===== config.mk =====
export PLATFORM = sky130hd
export DESIGN_NAME = irrigacao_multizona
export DESIGN_NICKNAME = d
export VERILOG_FILES = /design/src/rtl/irrig_pkg.sv /design/src/rtl/nivel_tanque_fsm.sv /design/src/rtl/irrigacao_multizona.sv
export SDC_FILE = /design/constraint.sdc
export NUM_CORES = 1
export LEC_CHECK = 0
export ABC_AREA = 1
export CAP_MARGIN = 20
export CORE_MARGIN = 1
export CORE_UTILIZATION = 25
export CTS_CLUSTER_DIAMETER = 100
export DETAILED_ROUTE_END_ITERATION = 6
export PLACE_DENSITY_LB_ADDON = 0.2
export SLEW_MARGIN = 20
export SYNTH_ARGS = -nofsm -noshare
export SYNTH_HDL_FRONTEND = slang
export SYNTH_SLANG_ARGS = --single-unit
export TNS_END_PERCENT = 100

===== constraint.sdc =====
create_clock -name clk -period 2.4 [get_ports clk]
set_clock_uncertainty 0.05 [all_clocks]
set_input_delay 0.36 -clock clk [delete_from_list [all_inputs] [get_ports clk]]
set_output_delay 0.36 -clock clk [all_outputs]
set_load 0.005 [all_outputs]

===== src/rtl/irrig_pkg.sv =====
// Shared types for the multi-zone irrigation controller: FSM state codes,
// tank level codes and run mode.
package irrig_pkg;

  typedef enum logic [2:0] {
    ST_IDLE     = 3'd0,
    ST_SCAN     = 3'd1,
    ST_IRRIGATE = 3'd2,
    ST_REST     = 3'd3,
    ST_FAULT    = 3'd4
  } estado_t;

  typedef enum logic [1:0] {
    TANK_EMPTY = 2'd0,
    TANK_LOW   = 2'd1,
    TANK_MID   = 2'd2,
    TANK_FULL  = 2'd3
  } nivel_t;

  typedef enum logic {
    MODE_DRIP     = 1'b0,
    MODE_SPRINKLE = 1'b1
  } modo_t;

endpackage


===== src/rtl/nivel_tanque_fsm.sv =====
// Tank level decoder with sensor-fault detection and the inlet-valve (Ve)
// hysteresis register.
module nivel_tanque_fsm
  import irrig_pkg::*;
(
  input  logic clk,
  input  logic reset_n,
  input  logic nivel_h,
  input  logic nivel_m,
  input  logic nivel_l,
  input  logic inibe,
  output logic falha,
  output logic vazio,
  output logic Ve
);

  nivel_t nivel;

  always_comb begin
    falha = 1'b0;
    nivel = TANK_EMPTY;
    case ({nivel_h, nivel_m, nivel_l})
      3'b000:  nivel = TANK_EMPTY;
      3'b001:  nivel = TANK_LOW;
      3'b011:  nivel = TANK_MID;
      3'b111:  nivel = TANK_FULL;
      default: falha = 1'b1;
    endcase
  end

  assign vazio = !falha && (nivel == TANK_EMPTY);

  // MID holds the previous valve state, giving fill hysteresis between LOW and FULL
  always_ff @(posedge clk or negedge reset_n) begin
    if (!reset_n) begin
      Ve <= 1'b0;
    end else if (falha || inibe) begin
      Ve <= 1'b0;
    end else begin
      case (nivel)
        TANK_EMPTY, TANK_LOW: Ve <= 1'b1;
        TANK_FULL:            Ve <= 1'b0;
        default:              Ve <= Ve;
      endcase
    end
  end

endmodule


===== src/rtl/irrigacao_multizona.sv =====
// Round-robin multi-zone irrigation controller with tank interlock and fault alarm.
// Define BCD_TIME_EN to add mm:ss BCD outputs (seg_u, seg_d, min_u, min_d) of restante.
module irrigacao_multizona
  import irrig_pkg::*;
#(
  parameter int N_ZONES    = 4,
  parameter int TIME_W     = 12,
  parameter int DRIP_S     = 300,
  parameter int SPRINKLE_S = 120,
  parameter int REST_S     = 10,
  localparam int ZW        = (N_ZONES > 1) ? $clog2(N_ZONES) : 1
) (
  input  logic               clk,
  input  logic               reset_n,
  input  logic               tick_1s,
  input  logic               habilita,
  input  logic               nivel_h,
  input  logic               nivel_m,
  input  logic               nivel_l,
  input  logic               ar_seco,
  input  logic               temp_alta,
  input  logic [N_ZONES-1:0] solo_seco,
  output logic               Ve,
  output logic               Vs,
  output logic               Bs,
  output logic [N_ZONES-1:0] zona_ativa,
  output logic [ZW-1:0]      zona_idx,
  output logic [TIME_W-1:0]  restante,
  output logic [2:0]         estado,
  output logic               Erro,
  output logic               Alarme
`ifdef BCD_TIME_EN
  ,
  output logic [3:0]         seg_u,
  output logic [3:0]         seg_d,
  output logic [3:0]         min_u,
  output logic [3:0]         min_d
`endif
);

  localparam int SW = N_ZONES + 5;

  logic [SW-1:0] sync1, sync2;
  logic          h_s, m_s, l_s, ar_s, temp_s;
  logic [N_ZONES-1:0] solo_s;

  always_ff @(posedge clk or negedge reset_n) begin
    if (!reset_n) begin
      sync1 <= '0;
      sync2 <= '0;
    end else begin
      sync1 <= {solo_seco, temp_alta, ar_seco, nivel_l, nivel_m, nivel_h};
      sync2 <= sync1;
    end
  end

  assign {solo_s, temp_s, ar_s, l_s, m_s, h_s} = sync2;

  estado_t               st;
  logic                  falha, vazio;
  logic [ZW-1:0]         ptr, scan_idx, scan_cnt, zona_q;
  logic [TIME_W-1:0]     timer;
  logic                  vs_q, bs_q, erro_q;
  logic [N_ZONES-1:0]    zona_ativa_q;
  logic                  solo_scan, solo_zona;
  modo_t                 modo_novo;

  nivel_tanque_fsm u_tanque (
    .clk     (clk),
    .reset_n (reset_n),
    .nivel_h (h_s),
    .nivel_m (m_s),
    .nivel_l (l_s),
    .inibe   (st == ST_FAULT),
    .falha   (falha),
    .vazio   (vazio),
    .Ve      (Ve)
  );

  function automatic logic [ZW-1:0] next_idx(input logic [ZW-1:0] i);
    next_idx = (i == ZW'(N_ZONES - 1)) ? '0 : i + 1'b1;
  endfunction

  function automatic logic [N_ZONES-1:0] one_hot(input logic [ZW-1:0] i);
    one_hot = '0;
    for (int unsigned k = 0; k < N_ZONES; k++)
      if (i == ZW'(k)) one_hot[k] = 1'b1;
  endfunction

  always_comb begin
    solo_scan = 1'b0;
    solo_zona = 1'b0;
    for (int unsigned k = 0; k < N_ZONES; k++) begin
      if (scan_idx == ZW'(k)) solo_scan = solo_s[k];
      if (zona_q == ZW'(k))   solo_zona = solo_s[k];
    end
    modo_novo = (ar_s && !temp_s) ? MODE_SPRINKLE : MODE_DRIP;
  end

  // Priority: sensor fault, then scheduler disable, then normal sequencing
  always_ff @(posedge clk or negedge reset_n) begin
    if (!reset_n) begin
      st           <= ST_IDLE;
      ptr          <= '0;
      scan_idx     <= '0;
      scan_cnt     <= '0;
      zona_q       <= '0;
      timer        <= '0;
      vs_q         <= 1'b0;
      bs_q         <= 1'b0;
      erro_q       <= 1'b0;
      zona_ativa_q <= '0;
    end else if (falha) begin
      st           <= ST_FAULT;
      timer        <= '0;
      vs_q         <= 1'b0;
      bs_q         <= 1'b0;
      erro_q       <= 1'b1;
      zona_ativa_q <= '0;
    end else if (st == ST_FAULT) begin
      if (tick_1s) begin
        st     <= ST_IDLE;
        erro_q <= 1'b0;
      end
    end else if (!habilita && st != ST_IDLE) begin
      st           <= ST_IDLE;
      timer        <= '0;
      vs_q         <= 1'b0;
      bs_q         <= 1'b0;
      zona_ativa_q <= '0;
    end else begin
      case (st)
        ST_IDLE: begin
          if (tick_1s && habilita) begin
            st       <= ST_SCAN;
            scan_idx <= ptr;
            scan_cnt <= '0;
          end
        end
        ST_SCAN: begin
          if (solo_scan && !vazio) begin
            st           <= ST_IRRIGATE;
            zona_q       <= scan_idx;
            zona_ativa_q <= one_hot(scan_idx);
            vs_q         <= (modo_novo == MODE_DRIP);
            bs_q         <= (modo_novo == MODE_SPRINKLE);
            timer        <= (modo_novo == MODE_SPRINKLE) ? TIME_W'(SPRINKLE_S) : TIME_W'(DRIP_S);
          end else if (scan_cnt == ZW'(N_ZONES - 1)) begin
            st <= ST_IDLE;
          end else begin
            scan_idx <= next_idx(scan_idx);
            scan_cnt <= scan_cnt + 1'b1;
          end
        end
        ST_IRRIGATE: begin
          if (!solo_zona || vazio || (tick_1s && timer <= TIME_W'(1))) begin
            st           <= ST_REST;
            timer        <= TIME_W'(REST_S);
            vs_q         <= 1'b0;
            bs_q         <= 1'b0;
            zona_ativa_q <= '0;
            ptr          <= next_idx(zona_q);
          end else if (tick_1s) begin
            timer <= timer - 1'b1;
          end
        end
        ST_REST: begin
          if (tick_1s) begin
            if (timer <= TIME_W'(1)) begin
              st       <= ST_SCAN;
              timer    <= '0;
              scan_idx <= ptr;
              scan_cnt <= '0;
            end else begin
              timer <= timer - 1'b1;
            end
          end
        end
        default: st <= ST_IDLE;
      endcase
    end
  end

  assign estado     = st;
  assign restante   = timer;
  assign zona_idx   = zona_q;
  assign zona_ativa = zona_ativa_q;
  assign Vs         = vs_q;
  assign Bs         = bs_q;
  assign Erro       = erro_q;
  assign Alarme     = erro_q | vazio;

`ifdef BCD_TIME_EN
  logic [TIME_W-1:0] mins, secs, mins_sat;

  always_comb begin
    mins     = timer / TIME_W'(60);
    secs     = timer % TIME_W'(60);
    mins_sat = (mins > TIME_W'(99)) ? TIME_W'(99) : mins;
    seg_u    = 4'(secs % TIME_W'(10));
    seg_d    = 4'(secs / TIME_W'(10));
    min_u    = 4'(mins_sat % TIME_W'(10));
    min_d    = 4'(mins_sat / TIME_W'(10));
  end
`endif

endmodule


==> impl_metrics.tcl <==
set metrics [dict create \
    yosysTopAreaCellShare 0.452 \
    ys_ff_latch 49 \
    dr.pass1.iters 4 \
    pin_count 39 \
    worstHoldPathType "in -> async" \
    dieArea_um2 11300 \
    first_iter_violations 80 \
    cp_max_fo 7 \
    routed_wl_um 6580 \
    synth-compound-area-share 0.0628 \
    wl_per_cell_um 12.4 \
    synth-simple-area-share 0.344 \
    worst_pin_slew_ns 0.596 \
    synth_top_family_by_area "simple AND/OR/NAND/NOR gates" \
    ir_worst_vdd_uv 262 \
    core.rowCount 37 \
    post-route-period-util 0.883 \
    yosysMostFrequentCell "nand2_1" \
    maxSlewViolCount 0 \
    syn_to_final_growth_pct 23.6 \
    ys_types 30 \
    finish.instance_area_um2 3350 \
    final_util 0.322 \
    via_per_inst 4.43 \
    grt_max_degree 26 \
    vias 2352 \
    cts_tree "yes" \
    antenna_found_initial 0 \
    num-nets-final 418 \
    seq_area_frac_synth 0.452 \
    internal_power_mw 1.33 \
    crit_type "reg -> reg" \
    synth_ff_type "dfrtp_1" \
    async_reset_ff_frac 1.00 \
    end_kind "flop" \
    fmax_mhz 472 \
    final-setup-viol-count 0 \
    synthXorXnorAreaFrac 0.0194 \
    coreArea_um2 10400 \
    drv_cap 0 \
    synth-edff-count 0 \
    io_buffers 38 \
    htree_levels 2 \
    die-width_um 106 \
    critPathLaunchType "flop" \
    syn-mean-instance-area_um2 7.77 \
    outcome "completed" \
    power.switching_mw 0.694 \
    yosys-top-cells-count "101 x nand2_1, 49 x dfrtp_1, 42 x inv_1, 33 x nand3_1, 33 x nor2_1" \
    syn_inst 349 \
    num_antenna_cells 0 \
    dp_slack_ns 0.256 \
    finalCriticalPeriod_ns 2.12 \
    combPwrFrac 0.288 \
    power_density_nw_per_um2 605 \
    track_usage 0.128 \
    drive_above_1_share 0.0911 \
    synth_top_cell_by_area "dfrtp_1" \
    syn_area_um2 2710 \
    cts_num_sinks 49 \
    fin_ws_ns 0.280 \
    grt_overflow_total 0 \
    synth_fa_ha_area_frac 0.0508 \
    grt_pass1_vias 2380 \
    clock_power_share 0.240 \
    synth_area_leaders "dfrtp_1 45%, nand2_1 14%, nand3_1 6.1%" \
    muxShareOfSynthArea 0 \
    p_seq_frac 0.472 \
    leakage_nw 1.56 \
    initial_core_util 0.260 \
    numCtsBuffers 5 \
    drc 0 \
    fp.dieH_um 106 \
    cts_root_buffer "clkbuf_8" \
    slew_headroom 0.603 \
    synth_warnings 0 \
    hold_slack_ns 0.00663 \
    clk_pin_slew_worst_paths_ns 0.09 \
    switching_share 0.343 \
    clkLatencyLatePin_ns 0.30 \
    cp.required_ns 2.55 \
    placedInstanceArea_um2 3260 \
    arrival_ns 2.27 \
    grt_setup_unrepaired "no" \
    syn_nets 373 \
    ant_nets 0 \
    tns_ns 0 \
    clock_path_buffers 2 \
    grt_pass1_wl_um 11500 \
    gp_congestion 0.809 \
    dp_hpwl_um 5100 \
    hold_violations 0 \
]
[layout make-up]
cell class              instances  area [um^2]
fillers                      1144         7070
flip-flops and latches         49         1230
multi-input cells             251         1290
clock buffers                   7         76.3
clock inverters                 1         7.51
well taps                     136          170
inverters                      48          180
repair buffers                 39          395
[flip-flops by register name, indices dropped and copies added (netlist names), 2 cells and up]
| register | cells |
|---|---|
| estado | 3 |
| ptr | 2 |
| restante | 12 |
| scan_cnt | 2 |
| scan_idx | 2 |
| sync1 | 9 |
| sync2 | 9 |
| zona_ativa | 4 |
| zona_idx | 2 |
[worst max-delay path, stage by stage, from the launching register on]
cell and delay, ns:
dfrtp_1 0.42, inv_1 0.15, ha_2 0.25, inv_1 0.05, nand2_1 0.06, nand2_1 0.04, nor2_1 0.18, nand3_2 0.18
nand2_1 0.12, nand2_2 0.10, nand3_2 0.16, nand2_2 0.12, nand2_1 0.09, nand2_1 0.05
[repair_timing]
item                                    4_1_cts  5_1_grt
gates resized for setup                       0        1
setup buffers                                 0        0
hold buffers                                  0        0
endpoints found under the setup margin        0        1
[layout by cell type (no fill, tap or decap), drive strengths merged, types with 2 or more instances in the layout]
master and n:
nor2 38, dfrtp 49, buf 2, nand2 110, a21oi 7, xor2 4
nand3 36, clkbuf 7, o21ai 22, inv 48, clkdlybuf4s50 37, xnor2 2
ha 11, nor3 5, nand4 9
[logic make-up after synthesis]
family / count (synthesis)
XOR/XNOR: 6
buffers and inverters: 49
AND/OR/NAND/NOR: 202
adder cells (fa/ha/maj): 11
flip-flops: 49
AO/OA/AOI/OAI: 32
[final timing paths]
check                                        start  depth (start not counted)  slack [ns]                  endpoint
setup / recovery           restante[0]$_DFFE_PN0P_                         13        0.28            Bs$_DFFE_PN0P_
hold / removal                             reset_n                          1       0.007  restante[11]$_DFFE_PN0P_
min in group clk                sync1[5]$_DFF_PN0_                          0        0.30        sync2[5]$_DFF_PN0_
setup reg to reg           restante[0]$_DFFE_PN0P_                         13        0.28            Bs$_DFFE_PN0P_
max in group asynchronous                  reset_n                          2        1.76        ptr[1]$_DFFE_PN0P_
hold reg to reg                 sync1[5]$_DFF_PN0_                          0        0.30        sync2[5]$_DFF_PN0_
[power by group through the flow]
| stage | clock [mW] | combinational (mW) | sequential (mW) |
|---|---|---|---|
| 5_1_grt | 0.554 | 0.669 | 0.967 |
| 2_1_floorplan | 0 | 0.376 | 0.958 |
| 3_3_place_gp | 0 | 0.584 | 0.975 |
| 6_report | 0.486 | 0.584 | 0.956 |
| 4_1_cts | 0.516 | 0.592 | 0.958 |
| 3_5_place_dp | 0 | 0.588 | 0.975 |
[per-layer routing]
metal,GRT usage,part of all wire
met1,0.166,0.48
met3,0.0227,0.030
met5,0,0
met4,0.0268,0.0068
met2,0.221,0.48
[stage by stage]
stage               cells  power [mW]
global placement      523        1.56
global route          531        2.19
floorplan             349        1.33
finish                531        2.03
detailed placement    523        1.56
CTS                   531        2.07
(Power assumes the default switching activity.)
